===== config.mk =====
export PLATFORM = sky130hd
export DESIGN_NAME = bus_arb
export DESIGN_NICKNAME = d
export VERILOG_FILES = /design/src/rtl/bus_arb.sv
export SDC_FILE = /design/constraint.sdc
export NUM_CORES = 1
export LEC_CHECK = 0
export BUFFER_PORTS_ARGS = -buffer_cell sky130_fd_sc_hd__buf_2
export CAP_MARGIN = 20
export CELL_PAD_IN_SITES_DETAIL_PLACEMENT = 0
export CELL_PAD_IN_SITES_GLOBAL_PLACEMENT = 1
export CORE_ASPECT_RATIO = 1.2
export CORE_MARGIN = 8
export CORE_UTILIZATION = 41
export DETAILED_ROUTE_END_ITERATION = 8
export PLACE_DENSITY = 0.81
export SYNTH_ARGS = -nofsm -noshare
export SYNTH_HDL_FRONTEND = slang
export SYNTH_SLANG_ARGS = --single-unit

===== constraint.sdc =====
create_clock -name clk_i -period 2.5 [get_ports clk_i]
set_clock_uncertainty 0.1 [all_clocks]
set_input_delay 0.25 -clock clk_i [delete_from_list [all_inputs] [get_ports clk_i]]
set_output_delay 0.25 -clock clk_i [all_outputs]
set_load 0.005 [all_outputs]

===== src/rtl/bus_arb.sv =====
`default_nettype none
// ============================================================================
// bus_arb : round-robin arbiter and read sequencer for the shared memory bus
// Revision: 1.0 - initial release
// ============================================================================
module bus_arb #(
  parameter int NUM_REQ   = 4,
  parameter int AD_LEN    = 32,
  parameter int BUS_WIDTH = 32,
  parameter int TIMEOUT   = 255
) (
  input  logic                      clk_i,
  input  logic                      reset_i,
  input  logic [NUM_REQ-1:0]        req_i,
  input  logic [NUM_REQ*AD_LEN-1:0] ad_i,
  output logic [NUM_REQ-1:0]        gnt_o,
  output logic [NUM_REQ-1:0]        done_o,
  output logic [NUM_REQ-1:0]        err_o,
  output logic [BUS_WIDTH-1:0]      rdata_o,
  output logic [AD_LEN-1:0]         bus_ad_o,
  output logic                      bus_req_o,
  input  logic                      bus_ack_i,
  input  logic [BUS_WIDTH-1:0]      bus_data_i
);

  localparam int IDX_W = $clog2(NUM_REQ);
  localparam int CNT_W = $clog2(TIMEOUT + 1);

  typedef enum logic [1:0] {
    IDLE = 2'd0,
    BUSY = 2'd1,
    RESP = 2'd2
  } state_t;

  state_t                 state_q, state_d;
  logic [IDX_W-1:0]       ptr_q, ptr_d;
  logic [IDX_W-1:0]       idx_q, idx_d;
  logic [CNT_W-1:0]       cnt_q, cnt_d;
  logic [NUM_REQ-1:0]     gnt_q, gnt_d;
  logic [NUM_REQ-1:0]     done_q, done_d;
  logic [NUM_REQ-1:0]     err_q, err_d;
  logic [BUS_WIDTH-1:0]   rdata_q, rdata_d;
  logic [AD_LEN-1:0]      bus_ad_q, bus_ad_d;
  logic                   bus_req_q, bus_req_d;

  logic [AD_LEN-1:0]      ad_arr [NUM_REQ];
  logic                   win_found;
  logic [IDX_W-1:0]       win_idx;
  logic [AD_LEN-1:0]      win_ad;
  logic [IDX_W-1:0]       cand_idx;
  int                     cand;
  logic                   finish;
  logic                   timed_out;

  for (genvar g = 0; g < NUM_REQ; g++) begin : g_unpack
    assign ad_arr[g] = ad_i[g*AD_LEN +: AD_LEN];
  end

  // First requester found scanning upward from ptr_q, wrapping at NUM_REQ.
  always_comb begin
    win_found = 1'b0;
    win_idx   = '0;
    win_ad    = '0;
    cand      = 0;
    cand_idx  = '0;
    for (int k = 0; k < NUM_REQ; k++) begin
      cand     = (int'(ptr_q) + k) % NUM_REQ;
      cand_idx = IDX_W'(cand);
      if (!win_found && req_i[cand_idx]) begin
        win_found = 1'b1;
        win_idx   = cand_idx;
        win_ad    = ad_arr[cand_idx];
      end
    end
  end

  always_comb begin
    state_d   = state_q;
    ptr_d     = ptr_q;
    idx_d     = idx_q;
    cnt_d     = cnt_q;
    gnt_d     = gnt_q;
    done_d    = '0;
    err_d     = '0;
    rdata_d   = rdata_q;
    bus_ad_d  = bus_ad_q;
    bus_req_d = bus_req_q;
    finish    = 1'b0;
    timed_out = 1'b0;

    case (state_q)
      IDLE: begin
        gnt_d     = '0;
        bus_req_d = 1'b0;
        bus_ad_d  = '0;
        if (win_found) begin
          idx_d          = win_idx;
          cnt_d          = '0;
          gnt_d[win_idx] = 1'b1;
          bus_req_d      = 1'b1;
          bus_ad_d       = win_ad;
          state_d        = BUSY;
        end
      end

      BUSY: begin
        // An ack on the final allowed cycle still counts as success.
        if (bus_ack_i) begin
          rdata_d = bus_data_i;
          finish  = 1'b1;
        end else if (cnt_q == CNT_W'(TIMEOUT)) begin
          rdata_d   = '0;
          timed_out = 1'b1;
          finish    = 1'b1;
        end else begin
          cnt_d = cnt_q + CNT_W'(1);
        end

        if (finish) begin
          gnt_d         = '0;
          bus_req_d     = 1'b0;
          bus_ad_d      = '0;
          done_d[idx_q] = 1'b1;
          err_d[idx_q]  = timed_out;
          state_d       = RESP;
        end
      end

      RESP: begin
        ptr_d   = (idx_q == IDX_W'(NUM_REQ - 1)) ? '0 : idx_q + IDX_W'(1);
        state_d = IDLE;
      end

      default: begin
        gnt_d     = '0;
        bus_req_d = 1'b0;
        bus_ad_d  = '0;
        state_d   = IDLE;
      end
    endcase
  end

  always_ff @(posedge clk_i or negedge reset_i) begin
    if (!reset_i) begin
      state_q   <= IDLE;
      ptr_q     <= '0;
      idx_q     <= '0;
      cnt_q     <= '0;
      gnt_q     <= '0;
      done_q    <= '0;
      err_q     <= '0;
      rdata_q   <= '0;
      bus_ad_q  <= '0;
      bus_req_q <= 1'b0;
    end else begin
      state_q   <= state_d;
      ptr_q     <= ptr_d;
      idx_q     <= idx_d;
      cnt_q     <= cnt_d;
      gnt_q     <= gnt_d;
      done_q    <= done_d;
      err_q     <= err_d;
      rdata_q   <= rdata_d;
      bus_ad_q  <= bus_ad_d;
      bus_req_q <= bus_req_d;
    end
  end

  assign gnt_o     = gnt_q;
  assign done_o    = done_q;
  assign err_o     = err_q;
  assign rdata_o   = rdata_q;
  assign bus_ad_o  = bus_ad_q;
  assign bus_req_o = bus_req_q;

endmodule
`default_nettype wire


* Yosys cells after proc, flatten, opt, wreduce, memory -nomap -nowiden
Index checks and enable logic that the tools add are counted.
** Word-level totals
- Flip-flop bits (word level) :: 91
- Bits of input ports :: 167
- Output and inout port bits :: 77
- Word-level logic and storage cells :: 121
** Operators by class
- Add/sub/neg operators :: 5
- $lt $le $gt $ge :: 12
- Equality and inequality tests :: 8
- Muxes and demuxes :: 64
- Bitwise operators :: 6
- Reductions and logical operators :: 16
** Operator list (number)
- 32-bit two-way mux :: 16
- 32-bit binary-select mux with 2-bit select :: 4
- 32-bit one-hot mux with 3 select lines :: 1
- 4-bit two-way mux :: 6
- 8-bit two-way mux :: 3
- 2-bit by 3-bit < comparator with 1-bit output (second input constant) :: 6
- 1-bit two-way mux :: 17
- 8-bit one-hot mux with 2 select lines :: 1
- 2-bit two-way mux :: 7
- 3-bit >= comparator (second input constant) :: 4
- 2-bit NOT with 3-bit output :: 4
- 4-bit one-hot mux with 3 select lines :: 1
- 8-bit by 1-bit adder with 8-bit output (second input constant) :: 1
- 1-bit binary-select mux with 2-bit select :: 4
- 8-bit == test (second input constant) :: 1
- 2-bit != test (second input constant) :: 4
- 2-bit AND reduction :: 4
- 1-bit logical AND :: 5
- 2-bit by 1-bit adder with 2-bit output (second input constant) :: 2
- 2-bit adder (second input constant) :: 2
- 4-bit bitwise AND :: 1
- 1-bit demux with 2-bit select :: 2
- 2-bit == test (second input constant) :: 2
- 2-bit by 1-bit >= comparator with 1-bit output (second input constant) :: 2
- other kinds (8) :: 11

* Depth between registers and ports, before layout
Gate-level depths: netlist of run 1.
- Depth in word-level cells :: 18
- Gate-level depth with buffers :: 9
- Mapped depth without buffers :: 6

* Worst setup path after synthesis of run 1
OpenSTA, ideal clock, no wires.
- Path type :: register -> register
- Start point :: reg ptr_q[0]
- End point :: reg bus_ad_q[11] (netlist: bus_ad_o[11])
- Library setup time :: 131 ps
- Arrival :: 1687 ps
- Data required time :: 2269 ps
- Slack :: 582 ps
- Cell stages (with the launch flop) :: 9
- Buffers on the path :: 3
- Period minus slack after synthesis :: 1918 ps
- Cell sequence :: dfrtp_1 -> buf_6 -> buf_6 -> buf_6 -> mux2_1 -> mux2_2 -> a32oi_1 -> a211o_1 -> o211ai_2
** Between the ends
- Word-level cells in the longest chain between the ends :: 14
- Elaborated cells between the ends (all ways) :: 43
- Those cells by class :: add/sub: 3; mux: 30; bitwise: 4; reduce/logical: 6
** Ends and longest elaborated chain
- start, declared :: line 36 : logic [IDX_W-1:0] ptr_q, ptr_d;
- start signal, assigned :: line 157 : ptr_q <= ptr_d;
- parallel branches: the longest is 12 deep, another holds 2-bit by 1-bit adder with 2-bit output
- 32-bit two-way mux * :: line 96 : if (win_found) begin
- 32-bit one-hot mux with 3 select lines * :: line 91 : case (state_q)
- end signal, assigned :: line 164 : bus_ad_q <= bus_ad_d;
- end, declared :: line 43 : logic [AD_LEN-1:0] bus_ad_q, bus_ad_d;
Mark *: on every way between the ends. The select of a mux whose other input is x is not followed.
A chain may end at the register's enable or synchronous reset.

* Worst setup path after layout of run 1
- Start point :: reg ptr_q[0]
- End point :: reg bus_ad_q[25] (netlist: bus_ad_o[25])
Same word-level chain as after synthesis.

==> flow_metrics.env, run 1 <==
export IMPL_status="completed"
export IMPL_dr_total_vias=7464
export IMPL_netlist_instances=734
export IMPL_final_cell_mix="buf_2 (242), mux2_2 (109), dfrtp_1 (89)"
export IMPL_synth_edff_count=0
export IMPL_cp_slowest_cell="dfrtp_4"
export IMPL_cts_htree_levels=3
export IMPL_synthArstFlopShare=1.000
export IMPL_grt_pass1_vias=7680
export IMPL_grt_remaining_overflow=0
export IMPL_final_layout_size_suffix_gt1_frac=0.5000
export IMPL_start_util=0.4142
export IMPL_areaGrowthSynthToFinish_pct=22.79
export IMPL_ir_drop_mv=0.5379
export IMPL_max_slew_margin=0.6616
export IMPL_dpl_instance_area_sq_um=9524
export IMPL_yosysSeqAreaShare=0.2843
export IMPL_yosys_register_bits=91
export IMPL_worstHoldPathType="input port to flip-flop"
export IMPL_rsz0062_at_grt="false"
export IMPL_grt_use_total=0.2150
export IMPL_final_setup_tns_ns=0
export IMPL_min_period_ns=2.302
export IMPL_hold_viol=0
export IMPL_std_cell_rows=56
export IMPL_die_x_um=143.6
export IMPL_vias_per_cell=6.138
export IMPL_core_sq_um=19340
export IMPL_synth_warnings=0
export IMPL_holdPathEnd="rdata_o[4]"
export IMPL_dieArea_sq_um=24280
export IMPL_critPathArrivalTime_ns=2.46
export IMPL_postRouteAntennaNets=0
export IMPL_clock_latency_ns=0.36
export IMPL_clock_root_buffer="clkbuf_16"
export IMPL_timing_final_crit_share=0.9207
export IMPL_antenna_found_initial=3
export IMPL_grt_pass1_wl_um=41450
export IMPL_grt_max_degree=58
export IMPL_post_dp_hpwl_um=19050
export IMPL_synth_area_leaders="dfrtp_1 (28%), mux2_2 (15%), mux4_2 (8.7%)"
export IMPL_ys_types=64
export IMPL_synth_top_area_share=0.2843
export IMPL_r2r_setup_slack_ns=0.20
export IMPL_clk_path_buf_depth=2
export IMPL_fill_cells=1794
export IMPL_numCtsBuffers=9
export IMPL_crit_fanout=17
export IMPL_critPathRequiredTime_ns=2.66
export IMPL_utilization=0.5086
export IMPL_numPortBuffers=243
export IMPL_synth_nets=906
export IMPL_critPathCaptureType="flip-flop"
export IMPL_path_clk_slew_ns=0.08
export IMPL_total_power_mw=10.46
export IMPL_worst_slew_pin_slew_ns=0.5076
export IMPL_final_seq_area_sq_um=2282
export IMPL_syn_cell_area_sq_um=8010
export IMPL_worstHoldStart="bus_data_i[4]"
export IMPL_routed_wirelength_um=26890
export IMPL_post_cts_setup_buffers=0
export IMPL_crit_chain="nor3b_2 > a311o_2 > buf_12 > a32oi_1 > a211o_1 > o211ai_1"
export IMPL_fmax_mhz=434.5
export IMPL_slowest_delay_ns=0.59
export IMPL_stdcell_area_sq_um=9836
export IMPL_fp_dieH_um=169.1
export IMPL_drtIter0Drc=443
export IMPL_final_max_slew_viol_count=0
export IMPL_synth_avg_cell_area_sq_um=10.91
export IMPL_nets=1121
export IMPL_multi_input_area_sq_um=5246
export IMPL_worstReg2RegStart="ptr_q[0]"
export IMPL_cap_violations=0
export IMPL_mostFrequentLayoutCell="buf_2"
export IMPL_yosysTopAreaCell="dfrtp_1"
export IMPL_cts_tree="done"
export IMPL_crit_path_start_kind="flip-flop"
export IMPL_cts_repair_resized=0
export IMPL_whs_path_depth=2
export IMPL_drtPass1Iterations=5
export IMPL_powerDensity_nw_per_um2=1064
export IMPL_avgRoutedWirePerCell_um=22.12
export IMPL_gp_congestion=0.8909
export IMPL_io_pins=244
export IMPL_synthFlopType="dfrtp_1"
export IMPL_r2r_end="bus_ad_o[25]"
export IMPL_ff2ff_path_depth=6
export IMPL_path_class="flip-flop to flip-flop"
export IMPL_cts_sinks=91
export IMPL_drc_errors=0
export IMPL_power_leakage_nw=4.205
export IMPL_finalSetupViolCount=0
[where the power goes]
group / switching, mW / internal (mW) / leakage [nW]
Combinational: 3.33 / 3.29 / 2.89
Clock: 0.684 / 0.711 / 0.148
Sequential: 0.410 / 2.03 / 1.17
[layer usage]
| layer | track usage | part of all wire |
|---|---|---|
| met1 | 0.2660 | 0.41 |
| met2 | 0.3602 | 0.49 |
| met5 | 0 | 0.00086 |
| met3 | 0.04115 | 0.073 |
| met4 | 0.08795 | 0.026 |
[area by class of cell]
cell class,instances,share of cell area
Inverter,6,0.002290
Multi-Input combinational cell,555,0.5334
Sequential cell,91,0.2320
Timing Repair Buffer,286,0.1684
Tap cell,261,0.03320
Clock inverter,7,0.007505
Clock buffer,9,0.02290
Antenna cell,1,0.0002544
[sequential cells by signal, indices dropped and copies added, names as in the netlist]
register	flops
err_o	4
state_q	2
idx_q	2
bus_req_o	1
rdata_o	32
done_o	4
bus_ad_o	32
gnt_o	4
ptr_q	2
cnt_q	8
[cell usage after synthesis, drive strengths merged, types with 2 or more instances]
cell type,count
and4bb,3
and3,4
nand2,45
a21oi,3
o211ai,93
nor4b,3
xor2,2
o22ai,32
a32oi,32
nand3,8
a211o,32
nor2b,2
o31a,2
inv,6
o21ai,11
mux2,128
a22o,33
nor3b,3
dfrtp,91
mux2i,36
nand4,4
o31ai,3
xnor2,2
and2,6
mux4,31
nor2,11
buf,61
ha,5
clkbuf,21
nor3,3
[critical path, delay by kind of cell, from the launching register on]
kind                   cells  cell delay [ns]
buffers and inverters      1             0.22
AND/OR/NAND/NOR            1             0.29
flip-flops                 1             0.59
AO/OA/AOI/OAI              4             0.99
[cell families after synthesis]
logic type	after synthesis	share of synthesized area
flip-flops	91	0.2843
AND/OR/NAND/NOR	99	0.06873
adder cells (fa/ha/maj)	5	0.007810
AO/OA/AOI/OAI	252	0.2570
XOR/XNOR	4	0.004374
buffers and inverters	88	0.06529
multiplexers	195	0.3126
[worst max path at each step]
stage	from	endpoint
3_3_place_gp	ptr_q[0]	bus_ad_o[28]
3_5_place_dp	ptr_q[0]	bus_ad_o[28]
2_1_floorplan	ptr_q[0]	bus_ad_o[11]
5_1_grt	ptr_q[0]	bus_ad_o[28]
4_1_cts	ptr_q[0]	bus_ad_o[23]
6_report	ptr_q[0]	bus_ad_o[25]
[per-stage QoR]
| step | setup WS (ns) | cells | hold WS, ns |
|---|---|---|---|
| 2_1_floorplan | 0.5823 | 734 | -0.1456 |
| 3_3_place_gp | 0.3017 | 1198 | 0.07956 |
| 3_5_place_dp | 0.2653 | 1198 | 0.07671 |
| 4_1_cts | 0.2351 | 1215 | 0.003325 |
| 5_1_grt | 0.1344 | 1216 | 0.01350 |
| 6_report | 0.1983 | 1216 | 0.01781 |
[what timing repair did]
| action | CTS | global route |
|---|---|---|
| hold buffers | 1 | 0 |
| setup endpoints to repair | 0 | 0 |
| endpoints found under the hold margin | 18 | 0 |
Note: power is estimated with default switching activity, not from simulation.
==> inputs of run 2 (changes only) <==
Settings changed: RECOVER_POWER from default to 25.
==> run 2 against run 1 <==
  * Critical path depth unchanged
  * Worst hold slack about the same
  * Combinational power about the same
  * Die area unchanged
  * Global-route usage unchanged
  * Cell count about the same
  * Count of clock-buffer cells in the layout unchanged
  * Via count decreased by 0.35%
  * Critical path type unchanged
==> flow_metrics.env, run 2 (synthesized netlist as in run 1, its figures left out) <==
export IMPL_grt_use_total=0.2150
export IMPL_rsz0062_at_grt="false"
export IMPL_grt_max_degree=58
export IMPL_final_setup_tns_ns=0
export IMPL_ff2ff_path_depth=6
export IMPL_gp_congestion=0.8909
export IMPL_drc_errors=0
export IMPL_ir_drop_mv=0.5395
export IMPL_grt_remaining_overflow=0
export IMPL_clock_root_buffer="clkbuf_16"
export IMPL_worstHoldStart="bus_data_i[4]"
export IMPL_cap_violations=0
export IMPL_cts_repair_resized=0
export IMPL_start_util=0.4142
export IMPL_vias_per_cell=6.112
export IMPL_critPathArrivalTime_ns=2.46
export IMPL_critPathRequiredTime_ns=2.65
export IMPL_path_class="flip-flop to flip-flop"
export IMPL_fin_ws_ns=0.1870
export IMPL_place_ws_ns=0.2653
export IMPL_cts_tree="done"
export IMPL_numCtsBuffers=9
export IMPL_finalSetupViolCount=0
export IMPL_areaGrowthSynthToFinish_pct=22.74
export IMPL_worstReg2RegStart="ptr_q[0]"
export IMPL_mostFrequentLayoutCell="buf_2"
export IMPL_core_sq_um=19340
export IMPL_die_x_um=143.6
export IMPL_crit_fanout=17
export IMPL_utilization=0.5084
export IMPL_dieArea_sq_um=24280
export IMPL_final_layout_size_suffix_gt1_frac=0.4990
export IMPL_antenna_found_initial=3
export IMPL_r2r_end="bus_ad_o[23]"
export IMPL_cts_hold_buf=1
export IMPL_dpl_instance_area_sq_um=9524
export IMPL_fp_dieH_um=169.1
export IMPL_io_pins=244
export IMPL_fmax_mhz=432.3
export IMPL_final_cell_mix="buf_2 (242), mux2_2 (109), dfrtp_1 (89)"
export IMPL_std_cell_rows=56
export IMPL_routed_wirelength_um=26890
export IMPL_r2r_setup_slack_ns=0.19
export IMPL_critPathCaptureType="flip-flop"
export IMPL_power_leakage_nw=4.201
export IMPL_numPortBuffers=243
export IMPL_whs_path_depth=2
export IMPL_powerDensity_nw_per_um2=1064
export IMPL_clk_path_buf_depth=2
export IMPL_dr_total_vias=7438
export IMPL_avgRoutedWirePerCell_um=22.10
export IMPL_stdcell_area_sq_um=9832
export IMPL_nets=1121
export IMPL_timing_final_crit_share=0.9252
export IMPL_post_cts_setup_buffers=0
export IMPL_drtPass1Iterations=5
export IMPL_worst_slew_pin_slew_ns=1.392
export IMPL_cts_sinks=91
export IMPL_hold_ws_ns=0.01831
export IMPL_grt_pass1_wl_um=41450
export IMPL_min_period_ns=2.313
export IMPL_holdPathEnd="rdata_o[4]"
export IMPL_max_slew_margin=0.07218
export IMPL_drtIter0Drc=451
export IMPL_worstHoldPathType="input port to flip-flop"
export IMPL_hold_viol=0
export IMPL_postRouteAntennaNets=0
export IMPL_cts_htree_levels=3
export IMPL_grt_pass1_vias=7680
export IMPL_path_clk_slew_ns=0.08
export IMPL_clock_latency_ns=0.35
export IMPL_post_dp_hpwl_um=19050
export IMPL_final_max_slew_viol_count=0
export IMPL_crit_path_start_kind="flip-flop"
export IMPL_status="completed"
-- run 2: cell types whose count changed in the layout (fill, tap and decap cells not counted), sizes merged --
cell,previous run,this run
diode,1,2
buf,285,283
clkbuf,9,11
-- run 2: worst max-delay path, stage by stage, from the launching register on --
cell and delay [ns]:
dfrtp_4 0.59, nor3b_2 0.30, a311o_2 0.48, buf_12 0.22, a32oi_1 0.10, a211o_1 0.30, o211ai_1 0.11
-- run 2: per-stage QoR --
stage | instances | power (mW)
after floorplan | 734 | 7.178
after global placement | 1198 | 8.978
after detailed placement | 1198 | 9.058
after CTS | 1215 | 10.50
after global routing | 1216 | 11.14
final | 1217 | 10.47
-- run 2: layout make-up --
cell class                      instances  area, sq um
Fill cell                            1792         9507
Sequential cell                        91         2282
Multi-Input combinational cell        555         5246
Clock buffer                            9        225.2
Clock inverter                          7        73.82
Tap cell                              261        326.6
Timing Repair Buffer                  286         1650
Antenna cell                            2        5.005
Inverter                                6        22.52
-- run 2: power breakdown --
group	switching, mW	leakage, nW	internal [mW]
clock network	0.684	0.148	0.711
registers	0.411	1.17	2.03
logic	3.34	2.88	3.29
-- run 2: worst max-delay path by stage --
stage | startpoint | end | slack (ns)
finish | ptr_q[0] | bus_ad_o[23] | 0.19
global route | ptr_q[0] | bus_ad_o[28] | 0.13
CTS | ptr_q[0] | bus_ad_o[23] | 0.24
detailed placement | ptr_q[0] | bus_ad_o[28] | 0.27
global placement | ptr_q[0] | bus_ad_o[28] | 0.30
floorplan | ptr_q[0] | bus_ad_o[11] | 0.58
-- run 2: per-layer routing --
| metal | track usage | wire length (um) | vias up |
|---|---|---|---|
| li1 | - | - | 3426 |
| met1 | 0.2660 | 11210 | 3658 |
| met2 | 0.3602 | 13070 | 304 |
| met3 | 0.04115 | 1894 | 46 |
| met4 | 0.08795 | 697 | 4 |
| met5 | 0 | 25 | - |
==> inputs of run 3 (changes only) <==
Settings changed: PLACE_DENSITY 0.81 to 0.8.
==> run 3 against run 2 <==
  * The flow now finishes with violations (max-capacitance violations, max-slew violations)
  * Fmax rose by 1.7%
  * First-iteration DRC count fell by 0.67%
  * Critical path depth rose by 1
  * Global-route usage rose by 0.28 points
  * Sequential power barely moved
  * Design area barely moved
  * Combinational power barely moved
  * Die area did not move
  * Utilization barely moved
  * Non-clock buffer count rose by 5
  * Critical path type unchanged
  * Largest power group unchanged
  * Highest routed layer unchanged
==> flow_metrics.env, run 3 (synthesized netlist as in run 1, its figures left out) <==
export IMPL_total_power_mw=10.50
export IMPL_failed_checks="max-capacitance violations, max-slew violations"
export IMPL_clk_path_buf_depth=2
export IMPL_numPortBuffers=243
export IMPL_rsz0062_at_grt="false"
export IMPL_status="finished, violations left"
export IMPL_r2r_setup_slack_ns=0.23
export IMPL_nets=1126
export IMPL_cts_htree_levels=3
export IMPL_dr_total_vias=7534
export IMPL_critPathRequiredTime_ns=2.67
export IMPL_grt_use_total=0.2178
export IMPL_gp_congestion=0.9011
export IMPL_std_cell_rows=56
export IMPL_hold_viol=0
export IMPL_fmax_mhz=439.8
export IMPL_fill_cells=1842
export IMPL_avgRoutedWirePerCell_um=22.22
export IMPL_postRouteAntennaNets=0
export IMPL_mostFrequentLayoutCell="buf_2"
export IMPL_grt_pass1_wl_um=41970
export IMPL_post_cts_setup_buffers=0
export IMPL_drc_errors=0
export IMPL_powerDensity_nw_per_um2=1067
export IMPL_io_pins=244
export IMPL_finalSetupViolCount=0
export IMPL_n_antenna_cell=0
export IMPL_die_x_um=143.6
export IMPL_cts_repair_resized=0
export IMPL_critPathArrivalTime_ns=2.44
export IMPL_clock_latency_ns=0.35
export IMPL_clock_root_buffer="clkbuf_16"
export IMPL_multi_input_area_sq_um=5246
export IMPL_final_seq_area_sq_um=2282
export IMPL_start_util=0.4142
export IMPL_crit_path_start_kind="flip-flop"
export IMPL_final_setup_tns_ns=0
export IMPL_grt_remaining_overflow=0
export IMPL_ff2ff_path_depth=7
export IMPL_core_sq_um=19340
export IMPL_max_slew_margin=-0.08325
export IMPL_areaGrowthSynthToFinish_pct=22.84
export IMPL_drtPass1Iterations=4
export IMPL_numCtsBuffers=9
export IMPL_worstHoldPathType="input port to flip-flop"
export IMPL_cap_violations=1
export IMPL_min_period_ns=2.274
export IMPL_grt_max_degree=71
export IMPL_critPathCaptureType="flip-flop"
export IMPL_vias_per_cell=6.175
export IMPL_hold_ws_ns=0.02085
export IMPL_grt_pass1_vias=7807
export IMPL_timing_final_crit_share=0.9095
export IMPL_power_leakage_nw=4.117
export IMPL_dpl_instance_area_sq_um=9562
export IMPL_final_cell_mix="buf_2 (212), mux2_2 (109), dfrtp_1 (89)"
export IMPL_drtIter0Drc=448
export IMPL_final_layout_size_suffix_gt1_frac=0.4703
export IMPL_worst_slew_pin_slew_ns=1.625
export IMPL_routed_wirelength_um=27110
export IMPL_crit_fanout=32
export IMPL_final_max_slew_viol_count=22
export IMPL_cts_hold_buf=1
export IMPL_antenna_found_initial=2
export IMPL_cts_tree="done"
export IMPL_cts_sinks=91
export IMPL_fp_dieH_um=169.1
export IMPL_whs_path_depth=2
export IMPL_dieArea_sq_um=24280
export IMPL_path_clk_slew_ns=0.08
export IMPL_path_class="flip-flop to flip-flop"
export IMPL_post_dp_hpwl_um=19600
export IMPL_ir_drop_mv=0.5310
export IMPL_stdcell_area_sq_um=9839
[run 3: cell types whose count changed in the layout (fill, tap and decap cells not counted), sizes merged]
| cell | delta |
|---|---|
| clkbuf | +29 |
| buf | -24 |
| diode | -2 |
[run 3: path summary, 6_finish.rpt]
path,start,end
max,ptr_q[0],bus_ad_o[22]
min,bus_data_i[14],rdata_o[14]
max reg2reg,ptr_q[0],bus_ad_o[22]
min reg2reg,gnt_o[2],gnt_o[2]
max in group asynchronous,reset_i,ptr_q[0]
min in group asynchronous,reset_i,bus_ad_o[2]
[run 3: worst max-delay path, cell delays in order (launching register included)]
cell and delay, ns:
dfrtp_4 0.55, buf_12 0.20, nor3b_1 0.29, or3_1 0.20, buf_4 0.25, a32oi_1 0.15, a211o_1 0.33, o211ai_1 0.10
[run 3: metal layers]
layer / GRT usage / wire (um) / up-vias
met5: 0 / 17 / -
met4: 0.09253 / 709 / 4
met3: 0.04566 / 2161 / 53
met2: 0.3631 / 13110 / 349
met1: 0.2671 / 11110 / 3690
li1: - / - / 3438
[run 3: cell type report]
cell class,count,area share
clock buffer,9,0.02289
inverter,6,0.002289
multi-input combinational,555,0.5332
sequential,91,0.2319
clock inverter,7,0.008520
timing repair buffer,291,0.1680
tap,261,0.03319
[run 3: per-stage QoR]
| stage | setup slack [ns] | util | cells |
|---|---|---|---|
| 3_3_place_gp | 0.2916 | 0.4944 | 1203 |
| 6_report | 0.2261 | 0.5088 | 1220 |
| 4_1_cts | 0.2354 | 0.5109 | 1220 |
| 3_5_place_dp | 0.2541 | 0.4944 | 1203 |
| 2_1_floorplan | 0.5823 | - | 734 |
| 5_1_grt | 0.1214 | 0.5088 | 1220 |
[run 3: power breakdown]
part	switching, mW	total, mW	internal (mW)
Combinational	3.36	6.66	3.30
Sequential	0.384	2.42	2.03
Clock	0.702	1.42	0.721
Total	4.44	10.5	6.05
